--- config.mk ---
export PLATFORM = sky130hd
export DESIGN_NAME = mem_port_arbiter
export DESIGN_NICKNAME = d
export VERILOG_FILES = /design/src/rtl/arb_pkg.sv /design/src/rtl/arb_prio_sel.sv /design/src/rtl/mem_port_arbiter.sv
export SDC_FILE = /design/constraint.sdc
export NUM_CORES = 1
export LEC_CHECK = 0
export CAP_MARGIN = 20
export CORE_AREA = 2 2 141 143
export CTS_CLUSTER_SIZE = 28
export DETAILED_ROUTE_END_ITERATION = 8
export DIE_AREA = 0 0 143 145
export DONT_BUFFER_PORTS = 1
export SLEW_MARGIN = 40
export SYNTH_ARGS = -nofsm -noshare
export SYNTH_HDL_FRONTEND = slang
export SYNTH_SLANG_ARGS = --single-unit
--- constraint.sdc ---
create_clock -name clk -period 2.6 [get_ports clk]
set_clock_uncertainty 0.15 [all_clocks]
set_input_delay 0.39 -clock clk [delete_from_list [all_inputs] [get_ports clk]]
set_output_delay 0.39 -clock clk [all_outputs]
set_load 0.03 [all_outputs]
--- src/rtl/arb_pkg.sv ---
// Shared types and constants for the unified memory port arbiter.
// Used by mem_port_arbiter and its priority selector.
package arb_pkg;

  typedef enum logic [1:0] {
    IDLE  = 2'd0,
    ISSUE = 2'd1,
    WAIT  = 2'd2
  } state_t;

  localparam logic REQ_IF = 1'b0;
  localparam logic REQ_D  = 1'b1;

  localparam int MEM_LAT_MAX = 4;
  localparam int STARVE_W    = 4;
  localparam int LAT_W       = $clog2(MEM_LAT_MAX + 1);

endpackage

--- src/rtl/arb_prio_sel.sv ---
// Priority select: data wins unless fetch has lost STARVE_MAX arbitrations in a row; decision is combinational.
// No backpressure of its own: the starvation count only moves on cycles where arb_en qualifies a request.
module arb_prio_sel
  import arb_pkg::*;
#(
  parameter int STARVE_MAX = 4
) (
  input  logic clk,
  input  logic rstn,
  input  logic if_req,
  input  logic d_req,
  input  logic arb_en,
  output logic win_id,
  output logic win_valid
);

  logic [STARVE_W-1:0] starve_cnt;
  logic                if_starved;

  assign if_starved = (starve_cnt >= STARVE_W'(STARVE_MAX));

  always_comb begin
    win_valid = arb_en & (if_req | d_req);
    win_id    = (d_req & ~(if_req & if_starved)) ? REQ_D : REQ_IF;
  end

  // Saturates so a long data burst cannot wrap the guard back to zero.
  always_ff @(posedge clk or negedge rstn) begin
    if (!rstn) begin
      starve_cnt <= '0;
    end else if (win_valid) begin
      if (if_req && (win_id == REQ_D)) begin
        if (!if_starved) starve_cnt <= starve_cnt + 1'b1;
      end else begin
        starve_cnt <= '0;
      end
    end
  end

endmodule

--- src/rtl/mem_port_arbiter.sv ---
// Shares one memory port between fetch and load/store; gnt 1 cycle after request, rvalid at MEM_LAT+2, all outputs registered.
// Not pipelined: requests are ignored while busy and must be held until gnt. Optional ARB_PERF_CNT_EN adds grant/conflict counters.
module mem_port_arbiter
  import arb_pkg::*;
#(
  parameter int ADDR_W     = 32,
  parameter int DATA_W     = 32,
  parameter int MEM_LAT    = 2,
  parameter int STARVE_MAX = 4
) (
  input  logic              clk,
  input  logic              rstn,
  input  logic              if_req,
  input  logic [ADDR_W-1:0] if_addr,
  output logic              if_gnt,
  output logic              if_rvalid,
  output logic [DATA_W-1:0] if_rdata,
  input  logic              d_req,
  input  logic              d_we,
  input  logic [ADDR_W-1:0] d_addr,
  input  logic [DATA_W-1:0] d_wdata,
  output logic              d_gnt,
  output logic              d_rvalid,
  output logic [DATA_W-1:0] d_rdata,
  output logic              mem_cs,
  output logic              mem_we,
  output logic [ADDR_W-1:0] mem_addr,
  output logic [DATA_W-1:0] mem_wdata,
  input  logic [DATA_W-1:0] mem_rdata,
  output logic              busy,
  output logic [31:0]       perf_if_cnt,
  output logic [31:0]       perf_d_cnt,
  output logic [31:0]       perf_conflict_cnt
);

  state_t           state;
  logic [LAT_W-1:0] lat_cnt;
  logic             owner;
  logic             arb_en;
  logic             win_id;
  logic             win_valid;

  assign arb_en = (state == IDLE);

  arb_prio_sel #(
    .STARVE_MAX(STARVE_MAX)
  ) u_prio_sel (
    .clk      (clk),
    .rstn     (rstn),
    .if_req   (if_req),
    .d_req    (d_req),
    .arb_en   (arb_en),
    .win_id   (win_id),
    .win_valid(win_valid)
  );

  always_ff @(posedge clk or negedge rstn) begin
    if (!rstn) begin
      state     <= IDLE;
      lat_cnt   <= '0;
      owner     <= REQ_IF;
      if_gnt    <= 1'b0;
      if_rvalid <= 1'b0;
      if_rdata  <= '0;
      d_gnt     <= 1'b0;
      d_rvalid  <= 1'b0;
      d_rdata   <= '0;
      mem_cs    <= 1'b0;
      mem_we    <= 1'b0;
      mem_addr  <= '0;
      mem_wdata <= '0;
      busy      <= 1'b0;
    end else begin
      if_gnt    <= 1'b0;
      d_gnt     <= 1'b0;
      if_rvalid <= 1'b0;
      d_rvalid  <= 1'b0;
      mem_cs    <= 1'b0;
      case (state)
        IDLE: begin
          if (win_valid) begin
            state  <= ISSUE;
            busy   <= 1'b1;
            mem_cs <= 1'b1;
            owner  <= win_id;
            if (win_id == REQ_D) begin
              d_gnt     <= 1'b1;
              mem_we    <= d_we;
              mem_addr  <= d_addr;
              mem_wdata <= d_wdata;
            end else begin
              if_gnt    <= 1'b1;
              mem_we    <= 1'b0;
              mem_addr  <= if_addr;
              mem_wdata <= '0;
            end
          end
        end
        ISSUE: begin
          state   <= WAIT;
          lat_cnt <= LAT_W'(MEM_LAT);
        end
        WAIT: begin
          // Stores sit out the full latency too, so every access takes MEM_LAT+2 cycles.
          if (lat_cnt == LAT_W'(1)) begin
            state <= IDLE;
            busy  <= 1'b0;
            if (owner == REQ_D) begin
              d_rvalid <= 1'b1;
              d_rdata  <= mem_we ? '0 : mem_rdata;
            end else begin
              if_rvalid <= 1'b1;
              if_rdata  <= mem_rdata;
            end
          end else begin
            lat_cnt <= lat_cnt - 1'b1;
          end
        end
        default: begin
          state <= IDLE;
          busy  <= 1'b0;
        end
      endcase
    end
  end

`ifdef ARB_PERF_CNT_EN
  always_ff @(posedge clk or negedge rstn) begin
    if (!rstn) begin
      perf_if_cnt       <= '0;
      perf_d_cnt        <= '0;
      perf_conflict_cnt <= '0;
    end else if (win_valid) begin
      if (win_id == REQ_D) perf_d_cnt  <= perf_d_cnt + 32'd1;
      else                 perf_if_cnt <= perf_if_cnt + 32'd1;
      if (if_req && d_req) perf_conflict_cnt <= perf_conflict_cnt + 32'd1;
    end
  end
`else
  assign perf_if_cnt       = '0;
  assign perf_d_cnt        = '0;
  assign perf_conflict_cnt = '0;
`endif

endmodule

==> flow_summary.yaml, run 1 <==
run_status:
  status: "finished with violations"
  violations: "negative hold slack"
clocking:
  clk_latency_ns: 0.41
  h-tree-depth: 4
  tritoncts: "done"
  numCtsBuffers: 17
  clk_path_buf_depth: 2
  cts_sinks: 145
  clkTransAtPathRegs_ns: 0.07
  cts.hold.buffers_added: 130
  root_buffer: "clkbuf_16"
setup_path:
  critPathKind: "reg -> reg"
  crit_path_start_kind: "register"
  cp_max_fo: 36
  crit_required_ns: 2.80
  end_kind: "register"
  cp.arrival_ns: 2.66
layout:
  multi_input_area_um2: 2410
  seq_area_um2: 3630
  syn2layout_area_growth_pct: 28.2
  drive_above_1_share_pct: 12.3
  fin_nets: 772
  num_antenna_cells: 0
  final_area_um2: 8440
  fillers: 1682
timing:
  hold_viol: 145
  clock.fmax_ghz: 0.406
  fin_crit_sh_pct: 94.7
  finalCriticalPeriod_ns: 2.46
  final.setup.tns_ns: 0
  maxSlewViolCount: 0
  whs_ns: -0.480
  rsz0062_at_grt: "no"
  setup_violations: 0
  setup_ws_ns: 0.137
detailed_routing:
  wirelength_um: 17700
  drtPass1Iterations: 4
  via_per_inst: 4.73
  detailedRoute.firstIterationViolations: 152
  wl_per_cell_um: 19.3
  vias: 4325
  final_antenna_net_count: 0
  drc: 0
placement:
  hpwl_um: 11000
  gp_congestion: 0.806
  dp_slack_ns: 0.511
  port_buffers: 0
  post_dp_cell_area_um2: 6480
logic_synthesis:
  syn_inst: 510
  synthFlopType: "dfrtp_1"
  synth_compound_area_share_pct: 14.7
  synth_area_leaders: "dfrtp_1, buf_4, mux2_1, mux2_2, a221o_1"
  yosysWarningCount: 0
  syn_area_per_cell_um2: 12.9
  ys_seq_area_share_pct: 55.1
  synth_top_family_by_area: "compound AO/OA/AOI/OAI gates"
  synth_area_um2: 6580
  yosys.area.top_type_share_pct: 55.1
  synth_edf_count: 0
  synth_adder_area_share_pct: 0.570
  synth-simple-area-share_pct: 4.87
  post-synth-top-area-cell: "dfrtp_1"
  ys_types: 32
  synth_xor_area_share_pct: 0
  synth-seq-cells: 145
  synth_mux_area_share_pct: 10.9
  synthArstFlopShare_pct: 100
flow_run:
  drv_cap: 0
global_route:
  grt_antenna_before_repair: 0
  grt_pass1_vias: 4735
  overflow: 0
  grt_pass1_wl_um: 26700
  grt_usage_pct: 16.7
  grt_max_degree: 146
floorplan:
  initial_core_util_pct: 34.3
  core_area_um2: 19200
  die_h_um: 145
  fp.dieW_um: 143
  dieArea_um2: 20700
  num_rows: 51
  ios: 364
power_and_ir_drop:
  power.leakage_nw: 3.92
  max-vdd-ir-drop_mv: 0.535
  power_density_nw_per_um2: 1330
hold_path:
  hold_path.class: "in -> async"
-- metrics by stage --
step	util [%]	power [mW]	cells	hold WS, ns
3_3_place_gp	33.8	7.79	752	-0.0524
5_1_grt	43.9	11.8	914	-0.517
4_1_cts	43.9	11.2	914	-0.510
6_report	43.9	11.2	914	-0.480
2_1_floorplan	-	7.45	605	-0.0556
3_5_place_dp	33.8	7.95	752	-0.0522
-- timing repair --
action                                  CTS  global route
resized for setup                         0             5
endpoints found under the hold margin   244           145
endpoints found under the setup margin    0            32
buffers inserted                          0             0
-- cell usage in the layout (no fill, tap or decap), types with 2 or more instances in the layout --
master and count:
clkinv_4 2, a22o_1 35, dfrtp_1 143, clkbuf_16 17, inv_8 3, a32o_1 3, mux2_1 32, nor2b_1 34
a21boi_0 32, nand2b_1 2, conb_1 96, a221o_1 32, dlygate4sd3_1 130, a21o_1 2, inv_6 5, nor4b_1 2
nand2_1 3, clkinv_8 2, buf_4 6, mux2_2 32, ha_1 3, dfrtp_2 2, buf_6 3, bufinv_16 3
o21ai_0 4, inv_1 7
-- flip-flops by register name, indices dropped and copies added (netlist names) --
name                   cells
if_rvalid                  1
owner                      1
if_rdata                  32
mem_we                     1
lat_cnt                    3
busy                       1
mem_addr                  32
d_rvalid                   1
d_rdata                   32
state                      2
d_gnt                      1
if_gnt                     1
mem_wdata                 32
u_prio_sel.starve_cnt      4
mem_cs                     1
-- where the power goes --
group | internal [mW] | switching (mW) | leakage, nW
clock network | 1.57 | 1.10 | 0.315
registers | 3.20 | 2.63 | 1.82
logic | 1.51 | 1.23 | 1.79
-- synth_stat cells (all sizes together), types with 3 or more instances --
library cell,count
dfrtp,145
buf,116
mux2,64
a22o,35
nor2b,34
a21boi,32
a221o,32
clkbuf,12
inv,7
o21ai,4
a32o,3
ha,3
nand2,3
nor4b,3
-- layer usage --
layer,part of all wire (%),vias up,global-route usage [%]
li1,-,1879,-
met1,37,2163,18.5
met2,51,260,29.0
met3,9.8,23,5.97
met4,1.8,0,6.34
met5,0,-,0
-- worst max-delay path, cell delays in order, from the launching register on --
cell,delay [ns]
dfrtp_2,0.49
nor2_2,0.18
buf_6,0.26
and3_2,0.24
buf_6,0.27
a221o_1,0.23
dlygate4sd3_1,0.58
-- worst paths after layout --
check,startpoint,endpoint,slack (ns),cells after the start
min in group clk,mem_rdata[31],d_rdata[31],0.10,2
worst min register to register,u_prio_sel.starve_cnt[1],u_prio_sel.starve_cnt[1],0.36,1
worst max-delay path,state[0],mem_addr[22],0.14,6
max in group asynchronous,rstn,mem_addr[26],2.61,0
worst max register to register,state[0],mem_addr[22],0.14,6
worst min-delay path,rstn,if_rdata[19],-0.48,0
-- final cells by class --
class	instances	share of cell area, %
clock buffers	17	5.04
clock inverters	15	2.58
inverters	7	0.311
multi-input cells	325	28.5
flip-flops and latches	145	43.0
well taps	265	3.93
repair buffers	140	16.6
-- cell families after synthesis --
logic type                 Yosys count
AOI/OAI and AO/OA                  113
adders and majority gates            3
buffers and inverters              135
DFF                                145
muxes                               64
other                                1
and+or+nand+nor                     49
Power figures use the tool's default switching activity.
==> run 2, diff against run 1 <==
Settings changed: CORE_AREA 2 2 141 143 to 2 2 143 145, DIE_AREA 0 0 143 145 to 0 0 145 147, SETUP_SLACK_MARGIN set to 0.15, SYNTH_HIERARCHICAL set to 1.
==> run 2 against run 1 <==
Net effect: the flow still finishes with violations (negative hold slack); hold slack got worse by 0.00063 ns; cell count grew 4.3%; non-clock buffer count decreased by 66; synthesized cell count rose by 20%; clock-buffer cell count is 1 higher; die area is 2.8% higher; core utilization is 3.6 points lower.
==> flow_summary.yaml, run 2 <==
run_status:
  status: "finished with violations"
  violations: "negative hold slack"
logic_synthesis:
  ys_seq_area_share_pct: 53.4
  synthArstFlopShare_pct: 100
  yosys.area.top_type_share_pct: 53.4
  synth-seq-cells: 145
  syn_area_per_cell_um2: 11.1
  synth_common_cells: "dfrtp_1, nand2_1, buf_4"
  yosysWarningCount: 6
  synth_area_um2: 6800
  synthFlopType: "dfrtp_1"
  syn_inst: 612
  yosysMostFrequentCell: "dfrtp_1"
  ys_types: 37
  synth_area_leaders: "dfrtp_1, buf_4, mux2_2, nand2_1, mux2i_1"
  post-synth-top-area-cell: "dfrtp_1"
  synth_edf_count: 0
detailed_routing:
  via_per_inst: 4.47
  final_antenna_net_count: 0
  wl_per_cell_um: 16.1
  drc: 0
  vias: 4262
  drtPass1Iterations: 4
  detailedRoute.firstIterationViolations: 106
  wirelength_um: 15400
timing:
  tightest_slew_ns: 0.587
  finalCriticalPeriod_ns: 2.26
  whs_ns: -0.480
  final.setup.tns_ns: 0
  hold_viol: 145
  rsz0062_at_grt: "no"
  fin_crit_sh_pct: 86.9
  setup_violations: 0
  setup_ws_ns: 0.340
  clock.fmax_ghz: 0.442
  maxSlewViolCount: 0
  slew_headroom_pct: 60.8
clocking:
  clkTransAtPathRegs_ns: 0.06
  cts.hold.buffers_added: 66
  numCtsBuffers: 17
  clk_path_buf_depth: 2
  tritoncts: "done"
  cts_resized: 0
  h-tree-depth: 4
  post_cts_buffers: 0
  root_buffer: "clkbuf_16"
  cts_sinks: 145
  clk_latency_ns: 0.41
power_and_ir_drop:
  total_power_mw: 10.9
  p_seq_share_pct: 56.0
  p_sw_share_pct: 45.4
  power_frac_comb_pct: 19.4
  power_density_nw_per_um2: 1360
  internal_power_mw: 5.96
  clock_power_share_pct: 24.6
  power.leakage_nw: 3.89
  power.net_switching_mw: 4.96
  max-vdd-ir-drop_mv: 0.539
setup_path:
  crit_path_start_kind: "register"
  rrSetupSlack_ns: 0.34
  critPathTopFamily: "simple AND/OR/NAND/NOR gates"
  worst-r2r-cell-count: 8
  end_kind: "register"
  crit_chain: "nor2_1, o21ai_2, inv_1, or3b_4, inv_2, buf_12, and2_1, a21o_1"
  r2r_end: "owner"
  crit_required_ns: 2.80
  cp.arrival_ns: 2.46
  crit_buf_inv: 3
  timing.rr.start: "state[0]"
  cp_slowest_stage_delay_ns: 0.54
  cp_max_fo: 35
  crit_slowest_cell: "or3b_4"
  critPathKind: "reg -> reg"
flow_run:
  drv_cap: 0
layout:
  mostFrequentLayoutCell: "dfrtp_1"
  final_cell_mix: "dfrtp_1, nand2_1, conb_1, dlygate4sd3_1, mux2_2"
  post-route-util_pct: 40.4
  syn2layout_area_growth_pct: 17.8
  fin_nets: 807
  drive_above_1_share_pct: 16.0
floorplan:
  fp.dieW_um: 145
  core_area_um2: 19800
  initial_core_util_pct: 34.3
  dieArea_um2: 21300
  ios: 364
  die_h_um: 147
  num_rows: 52
placement:
  hpwl_um: 10300
  gp_congestion: 0.729
  dp_slack_ns: 0.329
  port_buffers: 0
hold_path:
  hold_path.class: "in -> async"
global_route:
  grt_max_degree: 146
  grt_usage_pct: 14.3
  grt_pass1_wl_um: 23600
  grt_pass1_vias: 4230
  overflow: 0
  grt_antenna_before_repair: 1
run 2: changes by cell type after synthesis, sizes merged, moves of 2 or more:
cell	before	now
nand2	3	101
a22o	35	1
mux2i	0	33
nand3	1	34
a21boi	32	0
a221o	32	0
o21ai	4	36
and2	1	3
nor2	1	3
nor4b	3	1
run 2: power by group through the flow:
stage / Combinational (mW) / Sequential [mW] / Clock, mW
after floorplan: 1.89 / 5.85 / 0
after global placement: 1.99 / 6.16 / 0
after detailed placement: 2.08 / 6.16 / 0
after CTS: 2.15 / 6.13 / 2.77
after global routing: 2.42 / 6.25 / 2.89
final: 2.12 / 6.12 / 2.69
run 2: cell families (layout without fill, tap and decap cells):
| logic type | Yosys count | after routing | synth area share [%] |
|---|---|---|---|
| and+or+nand+nor | 183 | 183 | 12.8 |
| DFF | 145 | 145 | 53.4 |
| buffers and inverters | 137 | 112 | 13.8 |
| muxes | 97 | 97 | 15.5 |
| AOI/OAI and AO/OA | 46 | 46 | 3.94 |
| adders and majority gates | 3 | 3 | 0.552 |
| other | 1 | 97 | 0.0551 |
run 2: layout make-up:
class	count	area (um2)
fillers	1889	11800
flip-flops and latches	145	3630
multi-input cells	425	2590
repair buffers	74	771
clock buffers	18	439
well taps	270	338
clock inverters	12	206
inverters	8	30.0
diodes	1	2.50
run 2: layer usage:
layer	global-route usage (%)	part of all wire, %	vias up
met3	6.34	10	11
li1	-	-	1958
met4	4.36	0.92	0
met5	0	0	-
met2	24.4	51	230
met1	16.1	38	2063
run 2: how the worst max path moves through the flow:
stage / start / endpoint / slack (ns) / depth (start not counted)
2_1_floorplan: state[0] / mem_addr[10] / 0.69 / 9
3_3_place_gp: state[0] / owner / 0.42 / 8
3_5_place_dp: state[0] / owner / 0.33 / 8
4_1_cts: state[0] / owner / 0.31 / 8
5_1_grt: state[0] / owner / 0.18 / 8
6_report: state[0] / owner / 0.34 / 8
run 2: stage by stage:
stage | instances | area, um2
finish | 953 | 8010
CTS | 952 | 8010
global placement | 856 | 6700
floorplan | 707 | 7160
global route | 952 | 8010
detailed placement | 856 | 6700
